<file path="src/rtl/mem_line_arbiter.sv">
// Two-requester round-robin arbiter moving whole cache lines to/from a single-port memory.
// Reads pipeline one address ahead because the memory returns data one cycle after mem_addr.
module mem_line_arbiter #(
    parameter int ADDR_LEN = 11,
    parameter int LINE_LEN = 3
) (
    input  logic                  clk,
    input  logic                  rst,
    input  logic [1:0]            req,
    input  logic [1:0]            we,
    input  logic [2*ADDR_LEN-1:0] addr,
    input  logic [63:0]           wdata,
    output logic [1:0]            beat,
    output logic [31:0]           rdata,
    output logic [1:0]            done,
    output logic [ADDR_LEN-1:0]   mem_addr,
    output logic                  mem_wr_req,
    output logic [31:0]           mem_wr_data,
    input  logic [31:0]           mem_rd_data
);

    localparam logic [1:0] StIdle  = 2'd0;
    localparam logic [1:0] StRead  = 2'd1;
    localparam logic [1:0] StWrite = 2'd2;
    localparam logic [1:0] StDone  = 2'd3;

    localparam logic [LINE_LEN:0]   LastWrite = (LINE_LEN + 1)'((1 << LINE_LEN) - 1);
    localparam logic [LINE_LEN:0]   LastRead  = (LINE_LEN + 1)'(1 << LINE_LEN);
    localparam logic [ADDR_LEN-1:0] LineMask  = ADDR_LEN'((1 << LINE_LEN) - 1);

    logic [1:0]          state_q, state_d;
    logic [LINE_LEN:0]   cnt_q, cnt_d;
    logic [ADDR_LEN-1:0] base_q, base_d;
    logic                gnt_q, gnt_d;
    logic                prio_q, prio_d;

    logic                pick;
    logic [ADDR_LEN-1:0] pick_addr;
    logic [ADDR_LEN-1:0] word_addr;
    logic [1:0]          gnt_oh;

    // Contention goes to the pointer; a lone requester wins outright.
    assign pick      = (req == 2'b11) ? prio_q : req[1];
    assign pick_addr = pick ? addr[2*ADDR_LEN-1:ADDR_LEN] : addr[ADDR_LEN-1:0];
    // Offset is OR-ed into the aligned base, so it can never carry into the line address.
    assign word_addr = base_q | ADDR_LEN'(cnt_q[LINE_LEN-1:0]);
    assign gnt_oh    = {gnt_q, ~gnt_q};

    always_comb begin
        state_d = state_q;
        cnt_d   = cnt_q;
        base_d  = base_q;
        gnt_d   = gnt_q;
        prio_d  = prio_q;
        case (state_q)
            StIdle: begin
                if (req != 2'b00) begin
                    gnt_d   = pick;
                    base_d  = pick_addr & ~LineMask;
                    cnt_d   = '0;
                    state_d = we[pick] ? StWrite : StRead;
                end
            end
            StWrite: begin
                cnt_d = cnt_q + (LINE_LEN + 1)'(1);
                if (cnt_q == LastWrite) begin
                    state_d = StDone;
                end
            end
            StRead: begin
                cnt_d = cnt_q + (LINE_LEN + 1)'(1);
                if (cnt_q == LastRead) begin
                    state_d = StDone;
                end
            end
            StDone: begin
                prio_d  = ~prio_q;
                state_d = StIdle;
            end
            default: state_d = StIdle;
        endcase
    end

    always_comb begin
        beat        = '0;
        rdata       = '0;
        done        = '0;
        mem_addr    = '0;
        mem_wr_req  = 1'b0;
        mem_wr_data = '0;
        case (state_q)
            StWrite: begin
                mem_addr    = word_addr;
                mem_wr_req  = 1'b1;
                mem_wr_data = gnt_q ? wdata[63:32] : wdata[31:0];
                beat        = gnt_oh;
            end
            StRead: begin
                if (cnt_q < LastRead) begin
                    mem_addr = word_addr;
                end
                // Data for word cnt-1 arrives this cycle.
                if (cnt_q != '0) begin
                    beat  = gnt_oh;
                    rdata = mem_rd_data;
                end
            end
            StDone:  done = gnt_oh;
            default: ;
        endcase
    end

    always_ff @(posedge clk or posedge rst) begin
        if (rst) begin
            state_q <= StIdle;
            cnt_q   <= '0;
            base_q  <= '0;
            gnt_q   <= 1'b0;
            prio_q  <= 1'b0;
        end else begin
            state_q <= state_d;
            cnt_q   <= cnt_d;
            base_q  <= base_d;
            gnt_q   <= gnt_d;
            prio_q  <= prio_d;
        end
    end

endmodule

</file>
<file path="config.mk">
export PLATFORM = sky130hd
export DESIGN_NAME = mem_line_arbiter
export DESIGN_NICKNAME = d
export VERILOG_FILES = /design/src/rtl/mem_line_arbiter.sv
export SDC_FILE = /design/constraint.sdc
export NUM_CORES = 1
export LEC_CHECK = 0
export ABC_AREA = 1
export BUFFER_PORTS_ARGS = -buffer_cell sky130_fd_sc_hd__buf_2
export CORE_AREA = 2 2 80 82
export CTS_CLUSTER_DIAMETER = 30
export DETAILED_ROUTE_END_ITERATION = 8
export DIE_AREA = 0 0 82 84
export PLACE_DENSITY = 0.78
export SYNTH_ARGS = -nofsm -noshare
export SYNTH_HDL_FRONTEND = slang
export SYNTH_SLANG_ARGS = --single-unit
</file>
<file path="constraint.sdc">
create_clock -name clk -period 1.3 [get_ports clk]
set_input_delay 0.26 -clock clk [delete_from_list [all_inputs] [get_ports clk]]
set_output_delay 0.26 -clock clk [all_outputs]
set_load 0.03 [all_outputs]
</file>
==> results of run 1 <==
metal layers:
| metal | track usage, % | up-vias | wire length (um) |
|---|---|---|---|
| met4 | 5.61 | 2 | 255 |
| met3 | 4.44 | 29 | 764 |
| met2 | 42.9 | 169 | 4940 |
| met5 | 0 | - | 13 |
| li1 | - | 1442 | - |
| met1 | 30.4 | 1421 | 3900 |
tightest hold or removal path, delay by kind of cell:
| kind | cells | cell delay [ps] |
|---|---|---|
| buf+inv | 1 | 100 |
| compound gates | 1 | 60 |
| simple gates | 1 | 70 |
how the worst min path moves through the flow:
stage	from	to	slack [ps]	depth (start not counted)
2_1_floorplan	rst	base_q[10]	170	1
3_3_place_gp	rst	base_q[10]	280	3
3_5_place_dp	rst	base_q[9]	280	3
4_1_cts	addr[15]	base_q[4]	250	3
5_1_grt	addr[18]	base_q[7]	260	3
6_report	addr[16]	base_q[5]	260	3
layout by cell type (no fill, tap or decap), types with 2 or more instances in the layout:
master / count
o21ai_1: 29
nand4_1: 4
nor2_2: 68
buf_2: 117
nand3_1: 14
buf_6: 85
nand3_2: 3
a21oi_2: 10
inv_1: 48
nand2_4: 4
o21ai_4: 4
buf_4: 24
nor2_1: 39
o21ai_2: 7
inv_2: 7
nand2_1: 12
dfrtp_2: 2
dfrtp_1: 14
clkbuf_16: 2
buf_12: 6
nand2_2: 8
a21oi_1: 6
ha_4: 5
clkbuf_8: 4
nor2_4: 17
logic make-up after synthesis:
group | Yosys count
AOI/OAI and AO/OA | 56
xor gates and xnor gates | 1
adders and majority gates | 6
buffers and inverters | 74
DFF | 16
and+or+nand+nor | 170
area by class of cell:
type	instances	area, sq um
repair buffers	237	1960
fillers	463	1760
multi-input cells	235	1600
flip-flops and latches	16	403
inverters	57	224
well taps	77	96.3
clock buffers	4	55.1
registers in the layout, summed over array words and instances, names as in the netlist:
name     cells
base_q       8
cnt_q        4
gnt_q        1
prio_q       1
state_q      2
power by group through the flow:
stage          combinational, mW  clock (mW)  sequential (mW)
3_5_place_dp                6.80           0            0.889
5_1_grt                     10.2       0.482            0.981
2_1_floorplan               4.93           0            0.877
4_1_cts                     8.31       0.475            0.921
3_3_place_gp                6.67           0            0.874
6_report                    9.63       0.477            0.951
metrics by stage:
stage / utilization, % / cell area (sq um)
2_1_floorplan: - / 2150
3_3_place_gp: 54.8 / 3340
3_5_place_dp: 54.8 / 3340
4_1_cts: 65.1 / 3970
5_1_grt: 71.1 / 4340
6_report: 71.1 / 4340
repair_timing:
action                                  CTS  global route
setup buffers                             5             5
gates resized for setup                 162            87
hold buffers                              1             0
cloned                                    2             4
pin swaps                                 6            20
hold endpoints to repair                 16             0
endpoints found under the setup margin   86            94
==> results.yml, run 1 <==
status:
  outcome: "finished with violations"
  failed_checks: "negative setup slack"
floorplanning:
  ios: 204
  rows: 29
  die_height_um: 84
  die_area_sq_um: 6890
  die_x_um: 82
  start_util_pct: 29.6
  core_sq_um: 6100
clock_tree:
  htreeDepth: 1
  root_buffer: "clkbuf_8"
  clkSinkCount: 16
  cts_max_path_buffers: 2
  clkTransAtPathRegs_ps: 70
  clk_latency_ps: 270
  cts_buffers: 3
  cts_tree: "yes"
critical_path:
  r2r_end: "cnt_q[2]"
  crit_arrival_ps: 1600
  reg2reg_slack_ps: -110
  path_delay_family: "buffers and inverters"
  crit_end: "mem_wr_data[17]"
  crit_start: "state_q[0]"
  crit_fanout: 16
  r2r-start: "state_q[1]"
  path_class: "flop to primary output"
  cp-end-kind: "primary output"
  reg2regPathDepth: 8
  slowest_stage: "dfrtp_2"
  worst-path-stages: 6
  cp_slowest_stage_delay_ps: 440
  worst-path-buf-inv: 3
  cp-start-kind: "flop"
  cp_data_required_time_ps: 1040
  crit_path_cell_trace: "inv_2 > ha_4 > clkbuf_16 > o21ai_1 > nor2_2 > buf_6"
drt:
  drc: 0
  ant_nets: 0
  totalWireLength_um: 9880
  drt_first_pass_iters: 5
  wl_per_cell_um: 15.8
  via_per_inst: 4.89
  drt_iter0_markers: 126
  num_vias: 3063
power_and_ir_drop:
  clockPowerShare_pct: 4.3
  intPower_mw: 5.19
  ir_drop_v: 0.00179
  p_sw_mw: 5.87
  total_leakage_power_nw: 2.27
  seqPwrFrac_pct: 8.6
  p_comb_share_pct: 87.1
  finalPower_mw: 11.1
  power_density_nw_per_um2: 2550
  swShare_pct: 53.1
timing:
  max_slew_margin_pct: 75.4
  holdWs_ps: 256
  tightest_slew_ps: 367
  max_freq_ghz: 0.536
  layout_worst_path_cycle_share_pct: 143
  timing.final.ws_setup_ps: -564
  rsz0062_at_grt: "true"
  setup_violations: 92
  final.min_clock_period_ps: 1860
  hold_viol: 0
  finalMaxSlewViolations: 0
  skew_ps: 9.38
  tns_ps: -41160
placement:
  io_buffers: 197
  dp.cells: 605
  pre_cts_slack_ps: -293
  place_hpwl_um: 6200
  gp_congestion: 0.833
global_route:
  grt_pass1_wl_um: 13200
  grt_pass1_vias: 2804
  antenna_found_initial: 1
  grt_max_degree: 34
  grt_use_total_pct: 24.5
  overflow: 0
synthesis:
  synthCells: 323
  yosysTopAreaCell: "nor2_1"
  avgSynthCellArea_sq_um: 5.59
  synth_nets: 453
  synth_commonest_cells: "nor2_1 (121), inv_1 (55), o21ai_0 (34), nand2_1 (20), nand3_1 (17)"
  synth-seq-area-share_pct: 22.2
  synth_edf_count: 0
  synthAdderAreaFrac_pct: 4.16
  synth.top_cell.area_share_pct: 25.2
  synth_warnings: 0
  yosysUniqueCellTypes: 23
  synth.most_common_cell: "nor2_1"
  synth_compound_area_share_pct: 16.4
  synth_xor_area_share_pct: 0.485
  syn_area_sq_um: 1810
  synth_flop_cell: "dfrtp_1"
  async_flop_share_pct: 100
  synth.area.mux_share_pct: 0
  ys_seq_elements: 16
  yosys-top-cells-area: "nor2_1 (25%), dfrtp_1 (22%), inv_1 (11%)"
  yosys.area_share.simple_pct: 39.2
  synth_top_family_by_area: "simple AND/OR/NAND/NOR gates"
min_path:
  min_path_type: "input pin to flop"
cells_and_area:
  drive_gt1_share_pct: 69.0
  final_cells: 626
  nNetsFinal: 680
  area_delta_synth_final_pct: 140
  n_antenna_cell: 0
job:
  cap_violations: 0
Note: power is estimated with default switching activity, not from simulation.
==> run 2: changes to the inputs <==
==> config.mk (replaced) <==
export PLATFORM = sky130hd
export DESIGN_NAME = mem_line_arbiter
export DESIGN_NICKNAME = d
export VERILOG_FILES = /design/src/rtl/mem_line_arbiter.sv
export SDC_FILE = /design/constraint.sdc
export NUM_CORES = 1
export LEC_CHECK = 0
export ABC_AREA = 1
export CORE_AREA = 2 2 78 80
export CTS_CLUSTER_DIAMETER = 30
export DETAILED_ROUTE_END_ITERATION = 8
export DIE_AREA = 0 0 80 82
export DONT_BUFFER_PORTS = 1
export PLACE_DENSITY = 0.49
export SYNTH_ARGS = -nofsm -noshare
export SYNTH_HDL_FRONTEND = slang
export SYNTH_SLANG_ARGS = --single-unit
==> run 2 against run 1 <==
Against the previous run:
- the flow still finishes with violations (negative setup slack)
- combinational power shrank 11%
- clock skew shrank 8.6 ps
- setup slack gained 21 ps
- register-to-register slack gained 50 ps
- non-clock buffer count shrank 135
- worst hold slack lost 96 ps
==> results.yml, run 2 (same netlist as run 1, synthesis figures left out) <==
critical_path:
  reg2reg_slack_ps: -60
  crit_path_cell_trace: "inv_4 > ha_4 > buf_12 > buf_12 > o21ai_2 > nor2_2 > buf_6"
  worst_path_most_repeated_cell: "buf_12"
  cp-start-kind: "flop"
  reg2regPathDepth: 9
  cp_slowest_stage_delay_ps: 440
  worst-path-buf-inv: 4
  cp_data_required_time_ps: 1040
  r2r_end: "state_q[1]"
  path_class: "flop to primary output"
  cp-end-kind: "primary output"
  path_delay_family: "buffers and inverters"
  r2r-start: "state_q[1]"
  crit_arrival_ps: 1580
  crit_fanout: 6
  slowest_stage: "dfrtp_2"
cells_and_area:
  filler_cell_count: 491
  nNetsFinal: 543
  drive_gt1_share_pct: 61.4
  top_register: "base_q"
  largest_reg_flops: 8
  multiInputGateArea_sq_um: 1640
  area_delta_synth_final_pct: 96.6
  n_antenna_cell: 0
  final-seq-area_sq_um: 402
  final_cells: 487
  largest_registers: "base_q (8), cnt_q (4), state_q (2)"
  layout_common_cells: "buf_6 (74), nor2_2 (67), inv_1 (48)"
  mostFrequentLayoutCell: "buf_6"
  post-route-cell-area_sq_um: 3550
drt:
  totalWireLength_um: 7500
  drt_first_pass_iters: 4
  drc: 0
  drt_iter0_markers: 41
  num_vias: 2369
  ant_nets: 0
  via_per_inst: 4.86
  wl_per_cell_um: 15.4
global_route:
  grt_pass1_vias: 2257
  grt_use_total_pct: 21.5
  overflow: 0
  grt_max_degree: 33
  antenna_found_initial: 0
  grt_pass1_wl_um: 10800
timing:
  tns_ps: -38420
  max_slew_margin_pct: 72.2
  layout_worst_path_cycle_share_pct: 142
  setup_violations: 84
  rsz0062_at_grt: "true"
  max_freq_ghz: 0.542
  tightest_slew_ps: 416
  finalMaxSlewViolations: 0
  timing.final.ws_setup_ps: -544
  skew_ps: 0.741
  final.min_clock_period_ps: 1840
  hold_viol: 0
placement:
  postPlaceCellArea_sq_um: 2860
  gp_congestion: 0.822
  place_hpwl_um: 5720
  io_buffers: 0
  dp.cells: 475
floorplanning:
  ios: 204
  die_area_sq_um: 6560
  die_height_um: 82
  die_x_um: 80
  core_sq_um: 5750
  start_util_pct: 31.4
  rows: 28
status:
  failed_checks: "negative setup slack"
  outcome: "finished with violations"
clock_tree:
  clkSinkCount: 16
  root_buffer: "clkbuf_8"
  htreeDepth: 1
  clkTransAtPathRegs_ps: 60
  cts_max_path_buffers: 2
  cts_tree: "yes"
  clk_latency_ps: 260
  cts_buffers: 3
min_path:
  hold_path_depth: 2
  holdPathEnd: "base_q[10]"
  worstHoldStart: "addr[21]"
  min_path_type: "input pin to flop"
power_and_ir_drop:
  ir_drop_v: 0.00141
  total_leakage_power_nw: 1.68
  power_density_nw_per_um2: 2800
job:
  cap_violations: 0
## run 2: cell types whose count changed in the layout (fill, tap and decap cells not counted), sizes merged
cell	change
buf	-133
bufbuf	-1
nor2	-1
o21ai	-1
clkbuf	-1
## run 2: what timing repair did
action                                  in CTS  in global routing
pin swaps                                   27                 29
gates resized for setup                    149                 29
buffers inserted                             8                  5
endpoints found under the setup margin      86                 89
endpoints found under the hold margin       16                  0
hold buffers                                 1                  0
gates cloned                                 1                  1
## run 2: worst max-delay path by stage
stage	start	to	slack (ps)	depth (start not counted)
floorplan	state_q[0]	mem_wr_data[10]	-280	5
global placement	cnt_q[1]	rdata[4]	-250	7
global route	state_q[0]	mem_wr_data[20]	-620	7
finish	state_q[0]	mem_wr_data[11]	-540	7
CTS	cnt_q[1]	rdata[13]	-530	7
detailed placement	cnt_q[1]	rdata[13]	-270	7
## run 2: through the flow
stage	power [mW]	util (%)	hold slack, ps	setup slack (ps)
5_1_grt	10.6	61.8	158	-624
4_1_cts	9.57	59.4	156	-530
6_report	9.95	61.8	160	-544
3_5_place_dp	7.82	49.7	179	-269
3_3_place_gp	7.74	49.7	180	-252
2_1_floorplan	5.81	-	174	-285
## run 2: routing by layer
| metal | wire [um] | up-vias | track usage (%) |
|---|---|---|---|
| li1 | - | 1173 | - |
| met1 | 2660 | 1058 | 22.1 |
| met2 | 3640 | 125 | 36.8 |
| met3 | 1050 | 13 | 12.6 |
| met4 | 146 | 0 | 7.29 |
| met5 | 0 | - | 0 |
## run 2: cell type report
| cell class | count | area share (%) |
|---|---|---|
| timing repair buffer | 102 | 32.1 |
| sequential | 16 | 11.3 |
| inverter | 57 | 6.10 |
| clock buffer | 4 | 1.55 |
| tap | 75 | 2.64 |
| multi-input combinational | 233 | 46.2 |
## run 2: where the power goes
part           internal (mW)  switching [mW]
Sequential             0.738           0.156
Clock                  0.269           0.179
Combinational           3.46            5.15
==> run 3: changes to the inputs <==
--- a/config.mk
+++ b/config.mk
@@ -6,12 +6,14 @@
 export NUM_CORES = 1
 export LEC_CHECK = 0
 export ABC_AREA = 1
-export CORE_AREA = 2 2 78 80
+export CELL_PAD_IN_SITES_DETAIL_PLACEMENT = 0
+export CELL_PAD_IN_SITES_GLOBAL_PLACEMENT = 1
+export CORE_AREA = 2 2 80 82
 export CTS_CLUSTER_DIAMETER = 30
 export DETAILED_ROUTE_END_ITERATION = 8
-export DIE_AREA = 0 0 80 82
+export DIE_AREA = 0 0 82 84
 export DONT_BUFFER_PORTS = 1
-export PLACE_DENSITY = 0.49
+export PLACE_DENSITY = 0.72
 export SYNTH_ARGS = -nofsm -noshare
 export SYNTH_HDL_FRONTEND = slang
 export SYNTH_SLANG_ARGS = --single-unit
==> run 3 against run 2 <==
Against the previous run:
- the flow still finishes with violations (negative setup slack)
- clock power increased by 1%
- clock-buffer cell count unchanged
- flip-flop and latch count unchanged
- register-to-register slack got worse by 120 ps
==> results.yml, run 3 (same netlist as run 1, synthesis figures left out) <==
timing:
  hold_viol: 0
  final.min_clock_period_ps: 1860
  layout_worst_path_cycle_share_pct: 143
  finalMaxSlewViolations: 0
  tightest_slew_ps: 275
  max_slew_margin_pct: 81.6
  skew_ps: 1.22
  rsz0062_at_grt: "true"
  setup_violations: 88
  timing.final.ws_setup_ps: -556
  max_freq_ghz: 0.539
clock_tree:
  htreeDepth: 1
  cts_buffers: 3
  root_buffer: "clkbuf_8"
  cts_max_path_buffers: 2
  cts_tree: "yes"
  clkSinkCount: 16
  clkTransAtPathRegs_ps: 70
  clk_latency_ps: 250
critical_path:
  reg2reg_slack_ps: -180
  worst-path-buf-inv: 4
  slowest_stage: "dfrtp_1"
  cp-end-kind: "primary output"
  reg2regPathDepth: 10
  cp_slowest_stage_delay_ps: 400
  cp_data_required_time_ps: 1040
  crit_fanout: 8
  path_delay_family: "buffers and inverters"
  crit_arrival_ps: 1600
  worst_path_most_repeated_cell: "buf_6"
  path_class: "flop to primary output"
  r2r-start: "state_q[1]"
  crit_path_cell_trace: "buf_6 > ha_4 > buf_6 > buf_16 > o21ai_2 > nor2_2 > buf_6"
  r2r_end: "state_q[1]"
  cp-start-kind: "flop"
drt:
  via_per_inst: 4.88
  drt_first_pass_iters: 6
  wl_per_cell_um: 16.2
  drt_iter0_markers: 41
  drc: 0
  num_vias: 2434
  ant_nets: 0
  totalWireLength_um: 8080
cells_and_area:
  n_antenna_cell: 0
  nNetsFinal: 553
  drive_gt1_share_pct: 63.3
  largest_registers: "base_q (8), cnt_q (4), state_q (2)"
  mostFrequentLayoutCell: "buf_6"
  top_register: "base_q"
  final_cells: 499
  final_util_pct: 61.5
  filler_cell_count: 516
  area_delta_synth_final_pct: 108
  layout_common_cells: "buf_6 (70), nor2_2 (67), inv_1 (48)"
  largest_reg_flops: 8
floorplanning:
  die_height_um: 84
  ios: 204
  start_util_pct: 29.6
  die_area_sq_um: 6890
  rows: 29
  core_sq_um: 6100
  die_x_um: 82
power_and_ir_drop:
  p_comb_share_pct: 87.1
  swShare_pct: 54.0
  seqPwrFrac_pct: 8.6
  intPower_mw: 4.87
  ir_drop_v: 0.00156
  power_density_nw_per_um2: 2820
  p_sw_mw: 5.71
  total_leakage_power_nw: 1.75
  clockPowerShare_pct: 4.3
min_path:
  hold_path_depth: 2
  worstHoldStart: "addr[14]"
  min_path_type: "input pin to flop"
  holdPathEnd: "base_q[3]"
global_route:
  grt_use_total_pct: 22.3
  grt_max_degree: 33
  grt_pass1_vias: 2400
  antenna_found_initial: 1
  overflow: 0
  grt_pass1_wl_um: 11800
placement:
  dp.cells: 479
  io_buffers: 0
  place_hpwl_um: 6010
  gp_congestion: 0.868
status:
  outcome: "finished with violations"
  failed_checks: "negative setup slack"
job:
  cap_violations: 0
-- run 3: worst max-delay path by stage --
stage | from | end | slack [ps] | cells after the start
floorplan | state_q[0] | mem_wr_data[10] | -280 | 5
global placement | cnt_q[1] | rdata[9] | -270 | 7
detailed placement | cnt_q[1] | rdata[9] | -280 | 7
CTS | state_q[1] | mem_addr[8] | -540 | 7
global route | state_q[1] | mem_addr[9] | -620 | 7
finish | state_q[1] | mem_wr_data[1] | -560 | 7
-- run 3: layer usage --
layer	part of all wire, %	global-route usage [%]	wire length [um]
met3	12	9.09	935
met1	37	25.3	2980
met4	2.0	6.06	158
met2	49	37.8	3980
met5	0.16	0	13
-- run 3: power groups by stage --
| stage | Clock (mW) | Sequential (mW) | Combinational [mW] |
|---|---|---|---|
| after floorplan | 0 | 0.877 | 4.93 |
| after global placement | 0 | 0.882 | 7.09 |
| after detailed placement | 0 | 0.893 | 7.17 |
| after CTS | 0.467 | 0.885 | 8.92 |
| after global routing | 0.476 | 0.939 | 9.79 |
| final | 0.453 | 0.908 | 9.22 |
-- run 3: area by class of cell --
class	instances	area, sq um	area share, %
multi-input cells	235	1720	45.9
clock buffers	4	55.1	1.47
repair buffers	110	1250	33.4
inverters	57	224	5.98
flip-flops and latches	16	400	10.7
well taps	77	96.3	2.57
-- run 3: what timing repair did --
action / CTS / global route
pin swaps: 21 / 19
hold buffers: 1 / 0
gates cloned: 3 / 2
resized for setup: 157 / 26
endpoints found under the hold margin: 16 / 0
setup buffers: 7 / 9
endpoints found under the setup margin: 86 / 95
-- run 3: metrics by stage --
stage / TNS (ps) / worst slack (ps) / hold WS (ps) / power [mW] / cell area (sq um)
final: -39170 / -556 / 156 / 10.6 / 3750
after global routing: -45430 / -621 / 160 / 11.2 / 3750
after CTS: -38430 / -538 / 151 / 10.3 / 3610
after detailed placement: -17240 / -277 / 180 / 8.06 / 2940
after global placement: -15220 / -269 / 175 / 7.97 / 2940
after floorplan: -19000 / -285 / 174 / 5.81 / 2150
